===== config.mk =====
export PLATFORM = sky130hd
export DESIGN_NAME = ultra_sched
export DESIGN_NICKNAME = d
export VERILOG_FILES = /design/src/rtl/ultra_pkg.sv /design/src/rtl/ultra_echo_sync.sv /design/src/rtl/ultra_sched.sv
export SDC_FILE = /design/constraint.sdc
export NUM_CORES = 1
export LEC_CHECK = 0
export ABC_CLOCK_PERIOD_IN_PS = 6500
export BUFFER_PORTS_ARGS = -buffer_cell sky130_fd_sc_hd__buf_4
export CAP_MARGIN = 20
export CORE_AREA = 10 10 191 148
export DETAILED_ROUTE_END_ITERATION = 8
export DIE_AREA = 0 0 201 158
export PLACE_DENSITY_LB_ADDON = 0.08
export SETUP_SLACK_MARGIN = 0.05
export SYNTH_ARGS = -nofsm -noshare
export SYNTH_HDL_FRONTEND = slang
export SYNTH_HIERARCHICAL = 1
export SYNTH_SLANG_ARGS = --single-unit
export TNS_END_PERCENT = 100

===== constraint.sdc =====
create_clock -name clk -period 6.5 [get_ports clk]
set_input_delay 0.65 -clock clk [delete_from_list [all_inputs] [get_ports clk]]
set_output_delay 0.65 -clock clk [all_outputs]
set_load 0.01 [all_outputs]

===== src/rtl/ultra_pkg.sv =====
// Shared types and 50 MHz timing defaults for the ultrasonic ranger scheduler.
// Holds the FSM state enum, default cycle counts and the result word width.
package ultra_pkg;

  localparam int RES_W       = 32;
  localparam int DEF_TRIG    = 500;
  localparam int DEF_TIMEOUT = 1_900_000;
  localparam int DEF_GUARD   = 500_000;

  typedef enum logic [2:0] {
    IDLE,
    TRIG,
    WAIT_RISE,
    MEASURE,
    GUARD
  } state_e;

endpackage


===== src/rtl/ultra_echo_sync.sv =====
// Echo line synchronizer: 2-flop sync, delay flop, registered edge pulses.
// Ports: clk, reset (sync, high), echo_i (async), rise_o/fall_o (1-cycle).
module ultra_echo_sync (
  input  logic clk,
  input  logic reset,
  input  logic echo_i,
  output logic rise_o,
  output logic fall_o
);

  logic s1_q;
  logic s2_q;
  logic dly_q;
  logic rise_q;
  logic fall_q;

  always_ff @(posedge clk) begin
    if (reset) begin
      s1_q   <= 1'b0;
      s2_q   <= 1'b0;
      dly_q  <= 1'b0;
      rise_q <= 1'b0;
      fall_q <= 1'b0;
    end else begin
      s1_q   <= echo_i;
      s2_q   <= s1_q;
      dly_q  <= s2_q;
      rise_q <= s2_q & ~dly_q;
      fall_q <= ~s2_q & dly_q;
    end
  end

  assign rise_o = rise_q;
  assign fall_o = fall_q;

endmodule


===== src/rtl/ultra_sched.sv =====
// Round-robin ultrasonic ranger scheduler with per-sensor result registers.
// Ports: clk, reset, enable, echo[N], trigger[N], result_* strobe, rd_sel/rd_*.
module ultra_sched
  import ultra_pkg::*;
#(
  parameter int NUM_SENSORS    = 4,
  parameter int TRIG_CYCLES    = DEF_TRIG,
  parameter int TIMEOUT_CYCLES = DEF_TIMEOUT,
  parameter int GUARD_CYCLES   = DEF_GUARD
) (
  input  logic                           clk,
  input  logic                           reset,
  input  logic                           enable,
  input  logic [NUM_SENSORS-1:0]         echo,
  output logic [NUM_SENSORS-1:0]         trigger,
  output logic                           result_valid,
  output logic [$clog2(NUM_SENSORS)-1:0] result_id,
  output logic [RES_W-1:0]               result_data,
  output logic                           result_timeout,
  input  logic [$clog2(NUM_SENSORS)-1:0] rd_sel,
  output logic [RES_W-1:0]               rd_data,
  output logic                           rd_timeout
);

  localparam int IW = $clog2(NUM_SENSORS);

  localparam logic [RES_W-1:0] TRIG_LAST  = RES_W'(TRIG_CYCLES - 1);
  localparam logic [RES_W-1:0] WAIT_LAST  = RES_W'(TIMEOUT_CYCLES - 1);
  localparam logic [RES_W-1:0] TO_VAL     = RES_W'(TIMEOUT_CYCLES);
  localparam logic [RES_W-1:0] GUARD_LAST = RES_W'(GUARD_CYCLES - 1);
  localparam logic [IW-1:0]    CUR_LAST   = IW'(NUM_SENSORS - 1);

  logic [NUM_SENSORS-1:0] rise;
  logic [NUM_SENSORS-1:0] fall;

  for (genvar g = 0; g < NUM_SENSORS; g++) begin : g_sync
    ultra_echo_sync u_sync (
      .clk    (clk),
      .reset  (reset),
      .echo_i (echo[g]),
      .rise_o (rise[g]),
      .fall_o (fall[g])
    );
  end

  state_e                 state_q, state_d;
  logic [IW-1:0]          cur_q, cur_d;
  logic [RES_W-1:0]       cnt_q, cnt_d;
  logic [NUM_SENSORS-1:0] trig_q, trig_d;

  logic             log_en;
  logic [RES_W-1:0] log_data;
  logic             log_to;

  always_comb begin
    state_d  = state_q;
    cur_d    = cur_q;
    cnt_d    = cnt_q;
    log_en   = 1'b0;
    log_data = '0;
    log_to   = 1'b0;
    unique case (state_q)
      IDLE: begin
        if (enable) begin
          state_d = TRIG;
          cnt_d   = '0;
        end
      end
      TRIG: begin
        if (cnt_q == TRIG_LAST) begin
          state_d = WAIT_RISE;
          cnt_d   = '0;
        end else begin
          cnt_d = cnt_q + 1'b1;
        end
      end
      WAIT_RISE: begin
        if (rise[cur_q]) begin
          // The entry cycle is the first high cycle of the echo.
          state_d = MEASURE;
          cnt_d   = RES_W'(1);
        end else if (cnt_q == WAIT_LAST) begin
          log_en  = 1'b1;
          log_to  = 1'b1;
          state_d = GUARD;
          cnt_d   = '0;
        end else begin
          cnt_d = cnt_q + 1'b1;
        end
      end
      MEASURE: begin
        // A falling edge beats saturation on the same cycle.
        if (fall[cur_q]) begin
          log_en   = 1'b1;
          log_data = cnt_q;
          state_d  = GUARD;
          cnt_d    = '0;
        end else if (cnt_q == TO_VAL) begin
          log_en   = 1'b1;
          log_to   = 1'b1;
          log_data = TO_VAL;
          state_d  = GUARD;
          cnt_d    = '0;
        end else begin
          cnt_d = cnt_q + 1'b1;
        end
      end
      GUARD: begin
        if (cnt_q == GUARD_LAST) begin
          cur_d   = (cur_q == CUR_LAST) ? '0 : cur_q + 1'b1;
          state_d = enable ? TRIG : IDLE;
          cnt_d   = '0;
        end else begin
          cnt_d = cnt_q + 1'b1;
        end
      end
      default: state_d = IDLE;
    endcase
  end

  // Registered one-hot trigger from next state keeps the pins glitch-free.
  always_comb begin
    trig_d = '0;
    if (state_d == TRIG) trig_d[cur_d] = 1'b1;
  end

  always_ff @(posedge clk) begin
    if (reset) begin
      state_q <= IDLE;
      cur_q   <= '0;
      cnt_q   <= '0;
      trig_q  <= '0;
    end else begin
      state_q <= state_d;
      cur_q   <= cur_d;
      cnt_q   <= cnt_d;
      trig_q  <= trig_d;
    end
  end

  logic [RES_W-1:0]       res_q [NUM_SENSORS];
  logic [NUM_SENSORS-1:0] to_q;

  always_ff @(posedge clk) begin
    if (reset) begin
      for (int i = 0; i < NUM_SENSORS; i++) res_q[i] <= '0;
      to_q <= '0;
    end else if (log_en) begin
      res_q[cur_q] <= log_data;
      to_q[cur_q]  <= log_to;
    end
  end

  logic             vld_q;
  logic [IW-1:0]    id_q;
  logic [RES_W-1:0] data_q;
  logic             sto_q;
  logic [RES_W-1:0] rdd_q;
  logic             rdt_q;

  always_ff @(posedge clk) begin
    if (reset) begin
      vld_q  <= 1'b0;
      id_q   <= '0;
      data_q <= '0;
      sto_q  <= 1'b0;
      rdd_q  <= '0;
      rdt_q  <= 1'b0;
    end else begin
      vld_q <= log_en;
      if (log_en) begin
        id_q   <= cur_q;
        data_q <= log_data;
        sto_q  <= log_to;
      end
      // Bypass so a log to the selected entry shows up next cycle.
      if (log_en && (cur_q == rd_sel)) begin
        rdd_q <= log_data;
        rdt_q <= log_to;
      end else begin
        rdd_q <= res_q[rd_sel];
        rdt_q <= to_q[rd_sel];
      end
    end
  end

  assign trigger        = trig_q;
  assign result_valid   = vld_q;
  assign result_id      = id_q;
  assign result_data    = data_q;
  assign result_timeout = sto_q;
  assign rd_data        = rdd_q;
  assign rd_timeout     = rdt_q;

endmodule

==> results of run 1 <==
## power groups by stage
stage               Clock, mW  Combinational, mW  Sequential, mW
global placement            0              0.153            1.82
CTS                      1.57              0.154            1.78
floorplan                   0             0.0908            1.82
detailed placement          0              0.153            1.82
global route             1.63              0.166            1.79
finish                   1.54              0.151            1.78
## registers in the layout (all words and copies together), names as in the netlist
register and count:
cnt_q 32, cur_q 2, g_sync.u_sync/dly_q 4, g_sync.u_sync/fall_o 4, g_sync.u_sync/rise_o 4, g_sync.u_sync/s1_q 4, g_sync.u_sync/s2_q 4, rd_data 32
rd_timeout 1, res_q 128, result_data 32, result_id 2, result_timeout 1, result_valid 1, state_q 3, to_q 4
trigger 4
## layer usage
| metal | wire, µm | global-route usage (%) |
|---|---|---|
| met1 | 13640 | 25.40 |
| met2 | 11740 | 25.08 |
| met3 | 1654 | 2.778 |
| met4 | 527 | 3.921 |
| met5 | 0 | 0 |
## final cells by class
class	count	area (µm²)
Sequential cell	262	6526
Multi-Input combinational cell	619	3908
Fill cell	2240	11980
Clock inverter	11	96.34
Clock buffer	38	788.3
Timing Repair Buffer	101	755.7
Inverter	28	105.1
Tap cell	338	422.9
## synthesized netlist by cell type, types with 9 or more instances
cell        n  area (µm²)
a211oi_1   14       105.1
a21o_1     20       150.1
a21oi_1    49       245.2
and2_1     18       112.6
and3_1     14       87.58
buf_6       9       101.4
clkbuf_1   50       187.7
dfxtp_1   134        2683
edfxtp_1  128        3844
inv_1      28       105.1
mux2i_1    10       100.1
mux4_2     34       765.7
nand2_1   139       521.8
nand3_1    20       100.1
nand4_1    12       75.07
nor2_1    141       529.3
nor2b_1    14       87.58
nor3_1     10       50.05
nor3b_1    11       82.58
nor4_1     10       62.56
o21ai_0    19       95.09
or3_1       9       56.30
## worst paths after layout
kind | endpoint | slack [ns] | cells after the start
max reg2reg | res_q[1][5]$_SDFFCE_PN0P_ | 1.91 | 9
min | g_sync[1].u_sync/s1_q$_SDFF_PP0_ | 0.32 | 2
max | res_q[1][5]$_SDFFCE_PN0P_ | 1.91 | 9
min reg2reg | g_sync[3].u_sync/rise_o$_SDFF_PP0_ | 0.41 | 1
## kinds of logic (layout without fill, tap and decap cells)
group                    after synthesis  in the layout  synth area share, %
AND/OR/NAND/NOR                      428            428                18.57
buffers and inverters                 92            178                3.858
XOR/XNOR                              14             14                1.132
flip-flops                           262            262                60.24
adder cells (fa/ha/maj)                6              6               0.6930
AO/OA/AOI/OAI                        126            126                7.404
multiplexers                          45             45                8.097
## critical path: cells and delay by family (launching register included)
kind,cells,cell delay [ns]
AND/OR/NAND/NOR,6,2.33
flip-flops,1,0.65
multiplexers,1,0.64
buffers and inverters,2,0.64
## per-stage QoR
step                total power, mW  hold WS [ns]
floorplan                     1.912        0.3872
global placement              1.972        0.3995
detailed placement            1.974        0.4013
CTS                           3.504        0.3058
global route                  3.584        0.3278
finish                        3.472        0.3217
==> reports/results.txt, run 1 <==
CP arrival - 4.83 ns
EDFF count, synth - 128
first-pass GRT wire length - 42,840 µm
maximum vdd drop - 0.0002094 V
Vias - 7,539
Placed Instance Area - 11,710 µm²
share of layout cells above drive strength 1 - 18.04%
launching point of the worst reg2reg path - cur_q[0]$_SDFF_PP0_
cts hold-fix bufs - 0
Seq pwr share - 51.4%
# port buffers - 81
most frequent cells in the layout - nor2_1 (140), nand2_1 (139), dfxtp_1 (134)
minimum clock period - 4.591 ns
1st-iter DRT viols - 623
Die Ht - 158 µm
antenna-violating nets left - 0
NumNets Final - 1,054
clock-pin slew on the worst setup and hold paths - 0.06 ns
WL per Instance - 19.73 µm
final WL - 27,570 µm
Synth Warn # - 6
most common cell after layout, fill and taps aside - nor2_1
number of global-route vias before repair - 7,218
Synth Net Count - 988
Power Internal - 2.720 mW
switch share - 21.66%
DRC - 0
CP Cell Sequence - mux4_2 -> or4_4 -> nor4_4 -> nor3_2 -> or2_0 -> or3_1 -> buf_4 -> nand2b_1 -> buf_4
initial core utilization - 44.06%
First-pass DRT Iterations - 5
Worst Hold Class - in -> reg
post-cts resize count - 0
H-tree levels - 1
measured slew at the worst slew-check pin - 1.156 ns
Site Rows - 50
max-slew violations - 0
final instance area - 12,600 µm²
Mapped Cells - 973
fin crit share - 70.63%
fmax - 217.8 MHz
Max Cap Violations - 0
Critical Path RT - 6.74 ns
Non-Filler Instances - 1,397
setup repair bufs after CTS - 0
Worst Setup Start Kind - register
Inst Count DP - 1,346
Combinational Power Share - 4.3%
Top cell by count, worst path - buf_4
routability cong. - 0.8660
clk buf depth - 3
dpl hpwl - 18,490 µm
Top Ports - 82
Critical Path Source - cur_q[0]$_SDFF_PP0_
Synth Cell Area - 10,830 µm²
ANT cells - 0
Mean Syn Cell Area - 11.13 µm²
clk_skew - 0.01434 ns
Synth cell types - 51
Core Box Area - 24,590 µm²
CP max-delay cell - nand2b_1
remaining global-route overflow - 0
number of synthesized register bits - 262
initial antenna violation count - 0
Area Overhead vs Synth - 16.33%
TritonCTS Buffers - 27
clock root buffer - clkbuf_16
largest net degree at the start of global routing - 51
Place WS - 1.854 ns
setup TNS - 0 ns
Worst setup EP type - register
hold_sp - echo[1]
clock sinks - 262
Cell Pwr Density - 275.5 nW/µm²
status - finished, final reports clean
Psw - 0.7521 mW
Die Area - 31,760 µm²
Slew Limit Headroom - 22.09%
clock power share - 44.3%
ys flop type - dfxtp_1
RSZ-0062 raised after global routing - no
min setup slack post-route - 1.909 ns
P_leak - 4.867 nW
CTS tree - built
Worst path max stage delay - 0.78 ns
CP Max Fanout - 33
async set or reset register ratio after synthesis - 0%
GRT Util Overall - 16.98%
via-per-instance ratio - 5.397
Skew-Pair Late Insertion Delay - 0.55 ns
Setup Viol. Count Final - 0
CP Class - reg -> reg
final hold violations - 0
Final Util - 51.26%
register area share after synthesis - 60.24%
Die Width - 201 µm
Note: power is estimated with default switching activity, not from simulation.
==> run 2, diff against run 1 <==
- ABC_AREA: default -> 1
- ABC_CLOCK_PERIOD_IN_PS: 6500 -> 4570
- CORE_AREA: 10 10 191 148 -> 10 10 195 151
- DIE_AREA: 0 0 201 158 -> 0 0 205 161
- clock period: 6.5 -> 4.57 ns (I/O delays scaled with it)
==> run 2 against run 1 <==
Clock-buffer cell count grew 2. Non-clock buffer count rose by 3. Cell count rose by 30%. Total power rose by 43%. Wire length rose by 14%. Via count up 23%. Synthesized cell count up 42%. Clock skew fell by 0.0040 ns. Combinational power grew 89%. Fmax rose by 39%. Sequential power up 43%.
==> reports/results.txt, run 2 <==
status - finished, final reports clean (unchanged)
via-per-instance ratio - 5.122 (was 5.397)
clock power share - 42.9% (was 44.3%)
Critical Path RT - 4.86 ns (was 6.74 ns)
P_leak - 5.334 nW (was 4.867 nW)
clk buf depth - 3 (unchanged)
Die Width - 205 µm (was 201 µm)
max FFs per register - 128 (unchanged)
CTS tree - built (unchanged)
synth cell count leaders - nor2_1 (322), nand2_1 (288), dfxtp_1 (134) (was nor2_1 (141), nand2_1 (139), dfxtp_1 (134))
minimum clock period - 3.295 ns (was 4.591 ns)
Worst Hold Class - in -> reg (unchanged)
clock sinks - 262 (unchanged)
setup TNS - 0 ns (unchanged)
number of synthesized register bits - 262 (unchanged)
most frequent cells in the layout - nor2_1 (321), nand2_1 (288), dfxtp_1 (134) (was nor2_1 (140), nand2_1 (139), dfxtp_1 (134))
Combinational Power Share - 5.8% (was 4.3%)
most common cell after layout, fill and taps aside - nor2_1 (unchanged)
Post-Synth Adder-Cell Area - 0.6581% (was 0.6930%)
EDFF count, synth - 128 (unchanged)
Setup Viol. Count Final - 0 (unchanged)
Cells on Worst Hold Path - 3 (was 2)
Worst Setup Start Kind - register (unchanged)
Core Box Area - 25,590 µm² (was 24,590 µm²)
max-slew violations - 0 (unchanged)
measured slew at the worst slew-check pin - 0.9933 ns (was 1.156 ns)
Vias - 9,296 (was 7,539)
GRT Util Overall - 18.99% (was 16.98%)
fraction of the mapped netlist area in compound gates - 8.577% (was 7.404%)
first-pass GRT wire length - 50,680 µm (was 42,840 µm)
Power Internal - 3.835 mW (was 2.720 mW)
RSZ-0062 raised after global routing - no (unchanged)
async set or reset register ratio after synthesis - 0% (unchanged)
Cell Pwr Density - 375.8 nW/µm² (was 275.5 nW/µm²)
TritonCTS Buffers - 27 (unchanged)
Synth Area in XOR/XNOR - 0.6142% (was 1.132%)
CP arrival - 3.58 ns (was 4.83 ns)
# port buffers - 81 (unchanged)
fmax - 303.5 MHz (was 217.8 MHz)
Seq pwr share - 51.3% (was 51.4%)
Mean Syn Cell Area - 8.248 µm² (was 11.13 µm²)
Layout fillers - 2,513 (was 2,240)
hold_ws - 0.1220 ns (was 0.3217 ns)
Slew Limit Headroom - 33.08% (was 22.09%)
Worst setup EP type - register (unchanged)
Max Cap Violations - 0 (unchanged)
antenna-violating nets left - 0 (unchanged)
top-area cell type share of the netlist area - 33.70% (was 35.48%)
Die Ht - 161 µm (was 158 µm)
NumNets Final - 1,466 (was 1,054)
post-synth top area cell - edfxtp_1 (unchanged)
Mapped Cells - 1,383 (was 973)
largest net degree at the start of global routing - 70 (was 51)
setup repair bufs after CTS - 0 (unchanged)
Skew-Pair Late Insertion Delay - 0.54 ns (was 0.55 ns)
Register-to-Register Path Depth - 13 (was 9)
Synth Net Count - 1,398 (was 988)
clock-pin slew on the worst setup and hold paths - 0.06 ns (about the same)
largest family of logic cells by synthesized area - simple AND/OR/NAND/NOR gates (unchanged)
maximum vdd drop - 0.0002459 V (was 0.0002094 V)
switch share - 22.69% (was 21.66%)
clock root buffer - clkbuf_16 (unchanged)
CP Class - reg -> reg (unchanged)
1st-iter DRT viols - 650 (was 623)
simple-gate portion of the synthesized area - 25.55% (was 18.57%)
H-tree levels - 1 (unchanged)
top-count cell post-synth - nor2_1 (unchanged)
Synth Cell Area - 11,410 µm² (was 10,830 µm²)
initial antenna violation count - 0 (unchanged)
dpl hpwl - 20,700 µm (was 18,490 µm)
initial core utilization - 44.58% (was 44.06%)
ys flop type - dfxtp_1 (unchanged)
remaining global-route overflow - 0 (unchanged)
Synth Warn # - 6 (unchanged)
post-cts resize count - 0 (unchanged)
post-synthesis mux area share - 0% (was 8.097%)
fin crit share - 72.10% (was 70.63%)
register area share after synthesis - 57.21% (was 60.24%)
cts hold-fix bufs - 0 (unchanged)
clk_skew - 0.01036 ns (was 0.01434 ns)
final hold violations - 0 (unchanged)
number of global-route vias before repair - 9,020 (was 7,218)
ANT cells - 0 (unchanged)
Area Overhead vs Synth - 15.71% (was 16.33%)
share of layout cells above drive strength 1 - 12.17% (was 18.04%)
First-pass DRT Iterations - 5 (unchanged)
WL per Instance - 17.31 µm (was 19.73 µm)
Most flops, register - res_q (unchanged)
Synth cell types - 36 (was 51)
Die Area - 33,010 µm² (was 31,760 µm²)
CP Max Fanout - 22 (was 33)
final WL - 31,420 µm (was 27,570 µm)
routability cong. - 0.9860 (was 0.8660)
Psw - 1.125 mW (was 0.7521 mW)
DRC - 0 (unchanged)
Site Rows - 51 (was 50)
top post-synthesis cells by area - edfxtp_1 (34%), dfxtp_1 (24%), nor2_1 (11%) (was edfxtp_1 (35%), dfxtp_1 (25%), mux4_2 (7.1%))
Top Ports - 82 (unchanged)
==> run 2: per-layer routing <==
layer  up-vias  part of all wire [%]  track usage, %
li1       4606                     -               -
met1      4372                    47           26.84
met2       260                    43           28.59
met3        58                   6.7           3.798
met4         0                   3.0           5.969
met5         -                     0               0
==> run 2: metrics by stage <==
step | util, % | total power [mW] | instances | setup slack (ns) | cell area, µm²
5_1_grt | 51.58 | 5.131 | 1815 | 0.8918 | 13200
3_3_place_gp | 47.99 | 2.884 | 1758 | 1.297 | 12280
4_1_cts | 51.55 | 5.000 | 1814 | 1.251 | 13190
3_5_place_dp | 48.26 | 2.888 | 1765 | 1.266 | 12350
6_report | 51.58 | 4.961 | 1815 | 1.275 | 13200
2_1_floorplan | - | 2.770 | 1383 | 1.049 | 11410
==> run 2: cell families after synthesis <==
group | after synthesis
adders and majority gates | 6
and+or+nand+nor | 720
xor gates and xnor gates | 8
AOI/OAI and AO/OA | 179
buffers and inverters | 208
DFF | 262
==> run 2: critical path: stages (launching register included) <==
cell and delay (ns):
dfxtp_1 0.54, inv_2 0.17, nand2_1 0.09, nand3_1 0.06, nand2_1 0.43, nand2_1 0.17
nand2_2 0.14, nand2_4 0.14, nand2_1 0.09, buf_4 0.30, inv_1 0.10, nand3_1 0.10
nand2_1 0.38, buf_12 0.33
==> run 2: path summary, 6_finish.rpt <==
kind	startpoint	to	slack [ns]
setup / recovery	cur_q[0]$_SDFF_PP0_	res_q[1][29]$_SDFFCE_PN0P_	1.28
hold / removal	echo[2]	g_sync[2].u_sync/s1_q$_SDFF_PP0_	0.12
setup reg to reg	cur_q[0]$_SDFF_PP0_	res_q[1][29]$_SDFFCE_PN0P_	1.28
hold reg to reg	g_sync[2].u_sync/s1_q$_SDFF_PP0_	g_sync[2].u_sync/s2_q$_SDFF_PP0_	0.40
==> run 2: layout make-up <==
| class | count | area [µm²] | area share (%) |
|---|---|---|---|
| Sequential cell | 262 | 6526 | 49.45 |
| Multi-Input combinational cell | 913 | 4054 | 30.71 |
| Timing Repair Buffer | 104 | 808.3 | 6.124 |
| Clock buffer | 40 | 764.5 | 5.792 |
| Inverter | 143 | 536.8 | 4.067 |
| Tap cell | 344 | 430.4 | 3.261 |
| Clock inverter | 9 | 78.83 | 0.5972 |
==> run 2: power groups by stage <==
stage,registers (mW),logic [mW],clock network (mW)
floorplan,2.60,0.165,0
global placement,2.60,0.287,0
detailed placement,2.60,0.291,0
CTS,2.55,0.291,2.16
global route,2.55,0.322,2.26
finish,2.55,0.286,2.13
==> run 3, diff against run 2 <==
- ABC_CLOCK_PERIOD_IN_PS: 4570 -> 2800
- clock period: 4.57 -> 2.8 ns (I/O delays scaled with it)
==> run 3 against run 2 <==
Die area did not move. Total power rose by 64%. Clock-buffer cell count fell by 3. Register-to-register slack got worse by 1.0 ns. Largest cell class unchanged. Utilization rose by 1.3 points. Fmax rose by 31%. First-iteration DRC count rose by 21%. Sequential share of layout area fell by 1.2 points.
==> reports/results.txt, run 3 (synthesis gave the netlist of run 2 again) <==
H-tree levels - 1 (unchanged)
share of layout cells above drive strength 1 - 14.37% (was 12.17%)
area of the multi-input gates - 4078 µm² (was 4054 µm²)
routability cong. - 0.9256 (was 0.9860)
Critical Path RT - 3.26 ns (was 4.86 ns)
measured slew at the worst slew-check pin - 1.059 ns (was 0.9933 ns)
fmax - 396.1 MHz (was 303.5 MHz)
dpl hpwl - 21,360 µm (was 20,700 µm)
Register-to-Register Path Depth - 13 (unchanged)
largest net degree at the start of global routing - 54 (was 70)
Critical R2R Capture - rd_data[1]$_SDFF_PP0_ (was res_q[1][29]$_SDFFCE_PN0P_)
GRT Util Overall - 19.01% (was 18.99%)
final hold violations - 0 (unchanged)
Worst setup EP type - register (unchanged)
top layer in use - met4 (unchanged)
Cell Pwr Density - 600.5 nW/µm² (was 375.8 nW/µm²)
clock sinks - 262 (unchanged)
fin crit share - 90.17% (was 72.10%)
storage element area - 6528 µm² (was 6526 µm²)
Layout fillers - 2,436 (was 2,513)
Cells on Worst Hold Path - 6 (was 3)
Die Area - 33,010 µm² (unchanged)
CP arrival - 2.99 ns (was 3.58 ns)
setup TNS - 0 ns (unchanged)
hold_sp - enable (was echo[2])
most common cell after layout, fill and taps aside - nor2_1 (unchanged)
Core Box Area - 25,590 µm² (unchanged)
# port buffers - 81 (unchanged)
antenna-violating nets left - 0 (unchanged)
hold_ws - 0.2164 ns (was 0.1220 ns)
WL met1 - 15,310 µm (was 14,820 µm)
maximum vdd drop - 0.0004297 V (was 0.0002459 V)
Most flops, register - res_q (unchanged)
Worst Hold Class - in -> reg (unchanged)
clk buf depth - 3 (unchanged)
Worst Setup Start Kind - register (unchanged)
via-per-instance ratio - 5.065 (was 5.122)
Non-Filler Instances - 1,847 (was 1,815)
Max Cap Violations - 0 (unchanged)
minimum clock period - 2.525 ns (was 3.295 ns)
Vias - 9,355 (was 9,296)
CP Max Fanout - 19 (was 22)
max FFs per register - 128 (unchanged)
Inst Count DP - 1,791 (was 1,765)
P_leak - 5.531 nW (was 5.334 nW)
number of global-route vias before repair - 8,971 (was 9,020)
remaining global-route overflow - 0 (unchanged)
WHS Endpoint - state_q[0]$_SDFF_PP0_ (was g_sync[2].u_sync/s1_q$_SDFF_PP0_)
Top Ports - 82 (unchanged)
max-slew violations - 0 (unchanged)
clk_skew - 0.02041 ns (was 0.01036 ns)
1st-iter DRT viols - 789 (was 650)
RSZ-0062 raised after global routing - no (unchanged)
Area Overhead vs Synth - 18.67% (was 15.71%)
launching point of the worst reg2reg path - cur_q[1]$_SDFF_PP0_ (was cur_q[0]$_SDFF_PP0_)
NumNets Final - 1,498 (was 1,466)
CP Class - reg -> reg (unchanged)
Skew-Pair Late Insertion Delay - 0.54 ns (about the same)
initial core utilization - 44.58% (unchanged)
Site Rows - 51 (unchanged)
CTS tree - built (unchanged)
status - finished, final reports clean (unchanged)
met2 routed WL - 13,870 µm (was 13,540 µm)
ANT cells - 0 (unchanged)
First-pass DRT Iterations - 6 (was 5)
Routed met3 length - 1971 µm (was 2115 µm)
R2R setup slack - 0.28 ns (was 1.28 ns)
clock root buffer - clkbuf_16 (unchanged)
initial antenna violation count - 0 (unchanged)
WL per Instance - 17.16 µm (was 17.31 µm)
first-pass GRT wire length - 50,670 µm (was 50,680 µm)
Slew Limit Headroom - 28.63% (was 33.08%)
Setup Viol. Count Final - 0 (unchanged)
most frequent cells in the layout - nor2_1 (319), nand2_1 (285), dfxtp_1 (133) (was nor2_1 (321), nand2_1 (288), dfxtp_1 (134))
clock-pin slew on the worst setup and hold paths - 0.06 ns (about the same)
final WL - 31,690 µm (was 31,420 µm)
Die Ht - 161 µm (unchanged)
TritonCTS Buffers - 26 (was 27)
DRC - 0 (unchanged)
Die Width - 205 µm (unchanged)
-- run 3: timing repair --
item / CTS / global route
gates resized for setup: 0 / 6
hold buffers: 4 / 0
endpoints found under the setup margin: 0 / 59
endpoints found under the hold margin: 4 / 0
setup buffers: 0 / 2
-- run 3: routing by layer --
metal	vias to the layer above	track usage [%]
met5	-	0
met4	0	3.801
met3	37	3.199
met2	271	29.08
met1	4380	27.66
li1	4667	-
-- run 3: report_power, final --
group | switching, mW | internal (mW)
clock | 1.48 | 1.99
combinational | 0.317 | 0.181
sequential | 0.0325 | 4.12
-- run 3: through the flow --
step                utilization (%)  area, µm²  setup slack [ns]  total power [mW]
finish                        52.90      13540            0.2753             8.128
global route                  52.90      13540           0.05939             8.414
floorplan                         -      11420            0.1589             4.520
global placement              49.23      12600            0.1648             4.732
detailed placement            49.23      12600            0.1231             4.736
CTS                           52.73      13490            0.1002             8.193
-- run 3: how the worst max path moves through the flow --
stage                                startpoint                      to  slack (ns)  cells after the start
after floorplan           cnt_q[0]$_SDFFE_PP0P_   res_q[3][0]$_DFFE_PP_        0.16                     11
after global placement    cnt_q[0]$_SDFFE_PP0P_   trigger[2]$_SDFF_PP0_        0.16                     12
after detailed placement  cnt_q[0]$_SDFFE_PP0P_   trigger[0]$_SDFF_PP0_        0.12                     12
after CTS                 cnt_q[0]$_SDFFE_PP0P_   trigger[0]$_SDFF_PP0_        0.10                     12
after global routing      cnt_q[0]$_SDFFE_PP0P_  rd_data[19]$_SDFF_PP0_        0.06                     15
final                       cur_q[1]$_SDFF_PP0_   rd_data[1]$_SDFF_PP0_        0.28                     13
-- run 3: critical path, stage by stage (launching register included) --
cell,delay [ns]
dfxtp_1,0.49
inv_1,0.12
nand3_1,0.11
nand2_1,0.11
buf_4,0.21
nor3_1,0.22
inv_2,0.22
nor2_1,0.26
inv_1,0.13
nor2_1,0.25
inv_1,0.11
nand2_1,0.08
nand2_1,0.04
nor2_1,0.09
-- run 3: cell type report --
| class | count | share of cell area (%) |
|---|---|---|
| multi-input combinational | 913 | 30.12 |
| clock inverter | 11 | 0.6655 |
| inverter | 143 | 3.965 |
| clock buffer | 37 | 5.638 |
| tap | 344 | 3.180 |
| timing repair buffer | 137 | 8.208 |
| sequential | 262 | 48.22 |
